$ cat config.mk
export PLATFORM = sky130hd
export DESIGN_NAME = base_credit_arb_flat
export DESIGN_NICKNAME = d
export VERILOG_FILES = /design/src/rtl/base_credit_arb_pkg.sv /design/src/rtl/base_credit_arb_if.sv /design/src/rtl/base_incdec.sv /design/src/rtl/base_rr_pick.sv /design/src/rtl/base_credit_arb.sv /design/src/flat_wrapper.sv
export SDC_FILE = /design/constraint.sdc
export NUM_CORES = 1
export LEC_CHECK = 0
export BUFFER_PORTS_ARGS = -buffer_cell sky130_fd_sc_hd__buf_4
export CAP_MARGIN = 20
export CELL_PAD_IN_SITES_DETAIL_PLACEMENT = 0
export CELL_PAD_IN_SITES_GLOBAL_PLACEMENT = 1
export CORE_MARGIN = 8
export CORE_UTILIZATION = 35
export DETAILED_ROUTE_END_ITERATION = 16
export GPL_TIMING_DRIVEN = 0
export PLACE_DENSITY_LB_ADDON = 0.2
export SLEW_MARGIN = 20
export SYNTH_ARGS = -nofsm -noshare
export SYNTH_HDL_FRONTEND = slang
export SYNTH_SLANG_ARGS = --single-unit
$ cat constraint.sdc
create_clock -name clk -period 2.8 [get_ports clk]
set_clock_uncertainty 0.2 [all_clocks]
set_input_delay 0.56 -clock clk [delete_from_list [all_inputs] [get_ports clk]]
set_output_delay 0.56 -clock clk [all_outputs]
set_load 0.005 [all_outputs]
$ cat src/rtl/base_credit_arb_pkg.sv
// Shared types and helpers for the credit-pool arbiter.
package base_credit_pkg;

    // Controller states; the 2-bit encoding is part of the block's contract.
    typedef enum logic [1:0] {
        ST_IDLE  = 2'd0,
        ST_RUN   = 2'd1,
        ST_DRAIN = 2'd2,
        ST_DONE  = 2'd3
    } arb_state_t;

    // Requester id width; never below one bit so a 1-requester build still elaborates.
    function automatic int calc_idw(input int n);
        return (n <= 2) ? 1 : $clog2(n);
    endfunction

endpackage

$ cat src/rtl/base_credit_arb_if.sv
// Requester/owner-facing bus of the credit-pool arbiter.
interface base_credit_arb_if
    import base_credit_pkg::*;
#(
    parameter int ways  = 4,
    parameter int width = 4,
    parameter int idw   = calc_idw(ways)
);
    logic             i_init_v;
    logic [width-1:0] i_init_d;
    logic [ways-1:0]  i_req;
    logic [ways-1:0]  o_gnt;
    logic [idw-1:0]   o_gnt_id;
    logic             i_ret;
    logic             i_drain;
    logic             o_drained;
    logic [width-1:0] o_cnt;
    logic             o_err;

    // Arbiter side.
    modport slave (
        input  i_init_v, i_init_d, i_req, i_ret, i_drain,
        output o_gnt, o_gnt_id, o_drained, o_cnt, o_err
    );

    // Owner / requester side.
    modport master (
        output i_init_v, i_init_d, i_req, i_ret, i_drain,
        input  o_gnt, o_gnt_id, o_drained, o_cnt, o_err
    );
endinterface

$ cat src/rtl/base_incdec.sv
// Loadable up/down counter; simultaneous inc and dec cancel out.
module base_incdec #(
    parameter int               width = 4,
    parameter logic [width-1:0] rstv  = '0
) (
    input  logic             clk,
    input  logic             reset,
    input  logic             set_v,
    input  logic [width-1:0] set_d,
    input  logic             inc,
    input  logic             dec,
    output logic [width-1:0] cnt_o
);
    logic [width-1:0] cnt_q;
    logic [width-1:0] cnt_d;

    // Load has priority; otherwise step by +1/-1 only when exactly one of inc/dec is set.
    always_comb begin
        cnt_d = cnt_q;
        if (set_v) begin
            cnt_d = set_d;
        end else if (inc && !dec) begin
            cnt_d = cnt_q + width'(1);
        end else if (dec && !inc) begin
            cnt_d = cnt_q - width'(1);
        end
    end

    // Counter register.
    always_ff @(posedge clk or posedge reset) begin
        if (reset) begin
            cnt_q <= rstv;
        end else begin
            cnt_q <= cnt_d;
        end
    end

    assign cnt_o = cnt_q;
endmodule

$ cat src/rtl/base_rr_pick.sv
// Combinational round-robin picker: first set request at or above ptr, wrapping.
module base_rr_pick #(
    parameter int ways = 4,
    parameter int idw  = 2
) (
    input  logic [ways-1:0] req_i,
    input  logic [idw-1:0]  ptr_i,
    output logic [ways-1:0] gnt_o,
    output logic [idw-1:0]  id_o,
    output logic            vld_o
);
    logic [2*ways-1:0] dbl_w;
    logic [ways-1:0]   rot_w;
    logic [idw-1:0]    off_w;
    logic [idw:0]      sum_w;

    // Rotating a doubled copy puts the pointer position at bit 0.
    assign dbl_w = {req_i, req_i};
    assign rot_w = ways'(dbl_w >> ptr_i);

    // Lowest set bit of the rotated vector is the winner's distance from ptr.
    always_comb begin
        vld_o = 1'b0;
        off_w = '0;
        for (int k = ways - 1; k >= 0; k--) begin
            if (rot_w[k]) begin
                vld_o = 1'b1;
                off_w = idw'(k);
            end
        end
    end

    // Map the offset back to an absolute index, wrapping modulo ways.
    always_comb begin
        sum_w = {1'b0, ptr_i} + {1'b0, off_w};
        if (sum_w >= (idw + 1)'(ways)) begin
            id_o = idw'(sum_w - (idw + 1)'(ways));
        end else begin
            id_o = sum_w[idw-1:0];
        end
    end

    for (genvar gi = 0; gi < ways; gi++) begin : g_onehot
        assign gnt_o[gi] = vld_o && (id_o == idw'(gi));
    end
endmodule

$ cat src/rtl/base_credit_arb.sv
// Shared credit pool: round-robin credit grants, credit returns, drain-before-reconfig.
module base_credit_arb
    import base_credit_pkg::*;
#(
    parameter int ways  = 4,
    parameter int width = 4,
    parameter int idw   = calc_idw(ways)
) (
    input  logic              clk,
    input  logic              reset,
    base_credit_arb_if.slave  bus
);
    arb_state_t       state_q, state_d;
    logic [width-1:0] max_q, max_d;
    logic [idw-1:0]   rr_q, rr_d;
    logic             err_q, err_d;

    logic [width-1:0] cnt_w;
    logic [ways-1:0]  pick_gnt_w;
    logic [idw-1:0]   pick_id_w;
    logic             pick_vld_w;

    logic grant_en_w;
    logic any_gnt_w;
    logic init_ok_w;
    logic init_bad_w;
    logic overflow_w;
    logic inc_w;

    base_rr_pick #(
        .ways (ways),
        .idw  (idw)
    ) u_pick (
        .req_i (bus.i_req),
        .ptr_i (rr_q),
        .gnt_o (pick_gnt_w),
        .id_o  (pick_id_w),
        .vld_o (pick_vld_w)
    );

    base_incdec #(
        .width (width),
        .rstv  ({width{1'b0}})
    ) u_cnt (
        .clk   (clk),
        .reset (reset),
        .set_v (init_ok_w),
        .set_d (bus.i_init_d),
        .inc   (inc_w),
        .dec   (any_gnt_w),
        .cnt_o (cnt_w)
    );

    // Grant qualification, error sources and counter enables.
    always_comb begin
        grant_en_w = (state_q == ST_RUN) && (cnt_w != '0);
        any_gnt_w  = grant_en_w && pick_vld_w;
        init_ok_w  = bus.i_init_v && ((state_q == ST_IDLE) || (state_q == ST_DONE));
        init_bad_w = bus.i_init_v && ((state_q == ST_RUN) || (state_q == ST_DRAIN));
        // A return with the pool already full is only legal if a credit leaves in the same cycle.
        overflow_w = bus.i_ret && (cnt_w == max_q) && !any_gnt_w;
        inc_w      = bus.i_ret && !overflow_w && (state_q != ST_IDLE);
    end

    // Next state for FSM, pool size, rr pointer and sticky error.
    always_comb begin
        state_d = state_q;
        max_d   = max_q;
        rr_d    = rr_q;
        err_d   = err_q | init_bad_w | overflow_w | (bus.i_ret && (state_q == ST_IDLE));

        if (init_ok_w) begin
            max_d = bus.i_init_d;
        end

        if (any_gnt_w) begin
            rr_d = (pick_id_w == idw'(ways - 1)) ? '0 : pick_id_w + idw'(1);
        end

        unique case (state_q)
            ST_IDLE:  if (init_ok_w)         state_d = ST_RUN;
            ST_RUN:   if (bus.i_drain)       state_d = ST_DRAIN;
            ST_DRAIN: if (cnt_w == max_q)    state_d = ST_DONE;
            ST_DONE:  if (init_ok_w)         state_d = ST_RUN;
            default:                         state_d = ST_IDLE;
        endcase
    end

    // State, pool size, rr pointer and error registers.
    always_ff @(posedge clk or posedge reset) begin
        if (reset) begin
            state_q <= ST_IDLE;
            max_q   <= '0;
            rr_q    <= '0;
            err_q   <= 1'b0;
        end else begin
            state_q <= state_d;
            max_q   <= max_d;
            rr_q    <= rr_d;
            err_q   <= err_d;
        end
    end

    assign bus.o_gnt     = grant_en_w ? pick_gnt_w : '0;
    assign bus.o_gnt_id  = any_gnt_w  ? pick_id_w  : '0;
    assign bus.o_cnt     = cnt_w;
    assign bus.o_drained = (state_q == ST_DONE);
    assign bus.o_err     = err_q;
endmodule
$ cat src/flat_wrapper.sv
// flat-port wrapper written by rule: the top's interface ports become plain ports
module base_credit_arb_flat import base_credit_pkg::*;
#(
    parameter int ways  = 4,
    parameter int width = 4,
    parameter int idw   = calc_idw(ways)
)
  (clk, reset, bus_i_init_v, bus_i_init_d, bus_i_req, bus_i_ret, bus_i_drain, bus_o_gnt, bus_o_gnt_id, bus_o_drained, bus_o_cnt, bus_o_err);
  base_credit_arb_if #(.ways(ways), .width(width), .idw(idw)) bus_i ();
  input  logic clk;
  input  logic reset;
  input wire logic [$bits(bus_i.i_init_v)-1:0] bus_i_init_v;
  input wire logic [$bits(bus_i.i_init_d)-1:0] bus_i_init_d;
  input wire logic [$bits(bus_i.i_req)-1:0] bus_i_req;
  input wire logic [$bits(bus_i.i_ret)-1:0] bus_i_ret;
  input wire logic [$bits(bus_i.i_drain)-1:0] bus_i_drain;
  output wire logic [$bits(bus_i.o_gnt)-1:0] bus_o_gnt;
  output wire logic [$bits(bus_i.o_gnt_id)-1:0] bus_o_gnt_id;
  output wire logic [$bits(bus_i.o_drained)-1:0] bus_o_drained;
  output wire logic [$bits(bus_i.o_cnt)-1:0] bus_o_cnt;
  output wire logic [$bits(bus_i.o_err)-1:0] bus_o_err;
  assign bus_i.i_init_v = bus_i_init_v;
  assign bus_i.i_init_d = bus_i_init_d;
  assign bus_i.i_req = bus_i_req;
  assign bus_i.i_ret = bus_i_ret;
  assign bus_i.i_drain = bus_i_drain;
  assign bus_o_gnt = bus_i.o_gnt;
  assign bus_o_gnt_id = bus_i.o_gnt_id;
  assign bus_o_drained = bus_i.o_drained;
  assign bus_o_cnt = bus_i.o_cnt;
  assign bus_o_err = bus_i.o_err;
  base_credit_arb #(.ways(ways), .width(width), .idw(idw)) u_core (.clk(clk), .reset(reset), .bus(bus_i));
endmodule
==> flow_summary.toml <==
[outcome]
outcome = "complete, but fails checks"
violations = "negative setup slack"

[timing]
max_freq_ghz = 0.3207
setup_viol = 6
rsz0062_at_grt = "true"
relSlewSlack = 0.6683
fin_ws_ns = -0.3183
layout_min_cycle_time_ns = 3.118
tightest_slew_ns = 0.4969
slew_viol_final = 0
whs_ns = 0.09681
hold_viol = 0
timing.final.crit_share = 1.114

[floorplanning]
rows = 20
core_area_um2 = 3003
ios = 25
dieArea_um2 = 5123
die_x_um = 71.58
start_util = 0.3600
die_y_um = 71.58

[synthesis]
synth_nets = 156
synth_top_cell_area_share = 0.3009
synth-adder-area-share = 0.1574
synth_seq_cells = 13
synth-edff-count = 0
synth_top_family_by_area = "simple AND/OR/NAND/NOR gates"
synth_area_leaders = "dfrtp_1 (30%), ha_1 (14%), nand2_1 (7.6%), xnor2_1 (7.3%), nor2_1 (4.5%)"
yosys.area.top_type = "dfrtp_1"
syn_area_um2 = 1081
yosysWarnings = 0
synth_cell_type_count = 33
yosys-mux-area-fraction = 0.01852
avgSynthCellArea_um2 = 8.316
yosysSeqAreaShare = 0.3009
synthXorXnorAreaFrac = 0.08912
synthSimpleGateAreaFrac = 0.2616
synth-async-reset-ratio = 1.000
synth_ff_type = "dfrtp_1"
syn-instance-count = 130
synth-compound-area-share = 0.1227

[worst_setup_path]
critPathTopFamily = "simple AND/OR/NAND/NOR gates"
critPathKind = "register to output pin"
r2r-start = "u_core.u_cnt.cnt_o[1]"
worst_setup_path_end_kind = "output pin"
critPathMaxStageDelay_ns = 0.49
crit_slowest_cell = "or4_4"
crit_chain = "buf_8, or4_4, o2111ai_4, ha_4, xor2_4, xnor2_2, ha_2, and2_4, buf_6"
crit_path_start_kind = "register"
crit_start = "u_core.rr_q[0]"
critical_path_arrival_ns = 2.36
worstPathRequired_ns = 2.04
rrSetupSlack_ns = -0.17
crit_buf_inv = 2
cp_max_fo = 8

[routing]
vias = 1049
routedWlPerCell_um = 13.64
drtIter0Drc = 32
via_per_inst = 5.219
drt_pre_antenna_iters = 4
remaining_drc_errors = 0
antenna_left = 0
routed_wl_um = 2741

[pwr]
power_density_nw_per_um2 = 1217
finalPower_mw = 1.940
peakVddDrop_uv = 574.8
cellLeakagePower_nw = 0.7232

[cells_and_area]
syn_to_final_growth_pct = 47.45
final_area_um2 = 1594
stdcell_count = 201
nFillCells = 307
nets = 195
drive_above_1_share = 0.4286
antenna_cells = 0
multi_input_area_um2 = 859.6
regArea_um2 = 327.8
layout_common_cells = "buf_4 (34), nand2_1 (22), nor2_1 (13)"
layout_commonest_cell = "buf_4"

[clock_network]
clock-sinks = 13
clock_path_buffers = 2
clk_pin_slew_ns = 0.08
cts_tree = "done"
worstSkewPairLatency_ns = 0.28
htreeDepth = 1
cts_inserted_buffers = 3
root_buffer = "clkbuf_4"

[placement]
placed_area_um2 = 1338
placed_cells = 186
place.gp.congestion = 0.8249
portBuffers = 23
pre_cts_ws_ns = -0.5795
dp_hpwl_um = 2057

[global_route]
overflow = 0
grt_usage = 0.1158
grt_pass1_wl_um = 4754
grt_max_degree = 14
antenna_found_initial = 0
grt_pass1_vias = 1087

[flow_run]
maxCapViolations = 0

[min_path]
hp-class = "primary input to async pin"
-- synth_stat cells, drive strengths merged (2+ instances only) --
| library cell | count |
|---|---|
| or3 | 2 |
| dfrtp | 13 |
| o211ai | 2 |
| clkbuf | 2 |
| nor2 | 14 |
| xor2 | 2 |
| a21oi | 7 |
| nor3b | 3 |
| o21ai | 8 |
| or4 | 3 |
| and2 | 4 |
| ha | 12 |
| inv | 6 |
| nand2 | 22 |
| mux2i | 2 |
| nand2b | 3 |
| nor3 | 4 |
| buf | 2 |
| xnor2 | 9 |
-- metrics by stage --
step                      TNS [ns]    util
final                       -1.529  0.5308
after global routing        -2.388  0.5308
after CTS                   -1.729  0.5183
after detailed placement    -2.340  0.4454
after global placement      -2.060  0.4454
after floorplan            -0.2680       -
-- flip-flops by register name, indices dropped and copies added, names as in the netlist --
signal and flops:
u_core.u_cnt.cnt_o 4, u_core.bus.o_err 1, u_core.max_q 4, u_core.rr_q 2
u_core.state_q 2
-- layout make-up --
cell class	instances	area share
timing repair buffer	35	0.1672
multi-input combinational	106	0.5392
sequential	13	0.2057
inverter	7	0.01727
clock buffer	4	0.01648
buffer	3	0.02826
tap	33	0.02590
-- per-layer routing --
layer / GRT usage / part of all wire
met3: 0.02929 / 0.048
met2: 0.2092 / 0.53
met4: 0.05669 / 0.025
met5: 0 / 0
met1: 0.1216 / 0.40
-- where the power goes --
part           leakage, nW  switching, mW  internal [mW]
Clock               0.0150         0.0643         0.0553
Sequential           0.150         0.0652          0.282
Combinational        0.558          0.707          0.767
Total                0.723          0.836           1.10
-- final timing paths --
path                                              end  cells after the start
worst max-delay path                     bus_o_gnt[1]                      9
worst min-delay path                  u_core.max_q[0]                      2
worst max register to register  u_core.u_cnt.cnt_o[3]                     12
worst min register to register       u_core.bus.o_err                      2
max in group asynchronous       u_core.u_cnt.cnt_o[1]                      2
min in group clk                      u_core.max_q[3]                      3
-- kinds of logic (layout without fill, tap and decap cells) --
logic type,count (synthesis),after routing
fa+ha+maj,13,13
mux,2,2
buf+inv,11,49
simple gates,58,58
flops,13,13
compound gates,22,22
xor+xnor,11,11
-- repair_timing --
item                                    in CTS  in global routing
endpoints found under the setup margin       8                  9
gates resized for setup                     23                  8
hold buffers                                 0                  0
buffers inserted                             8                  4
pin swaps                                   16                 17
Note: power is estimated with default switching activity, not from simulation.
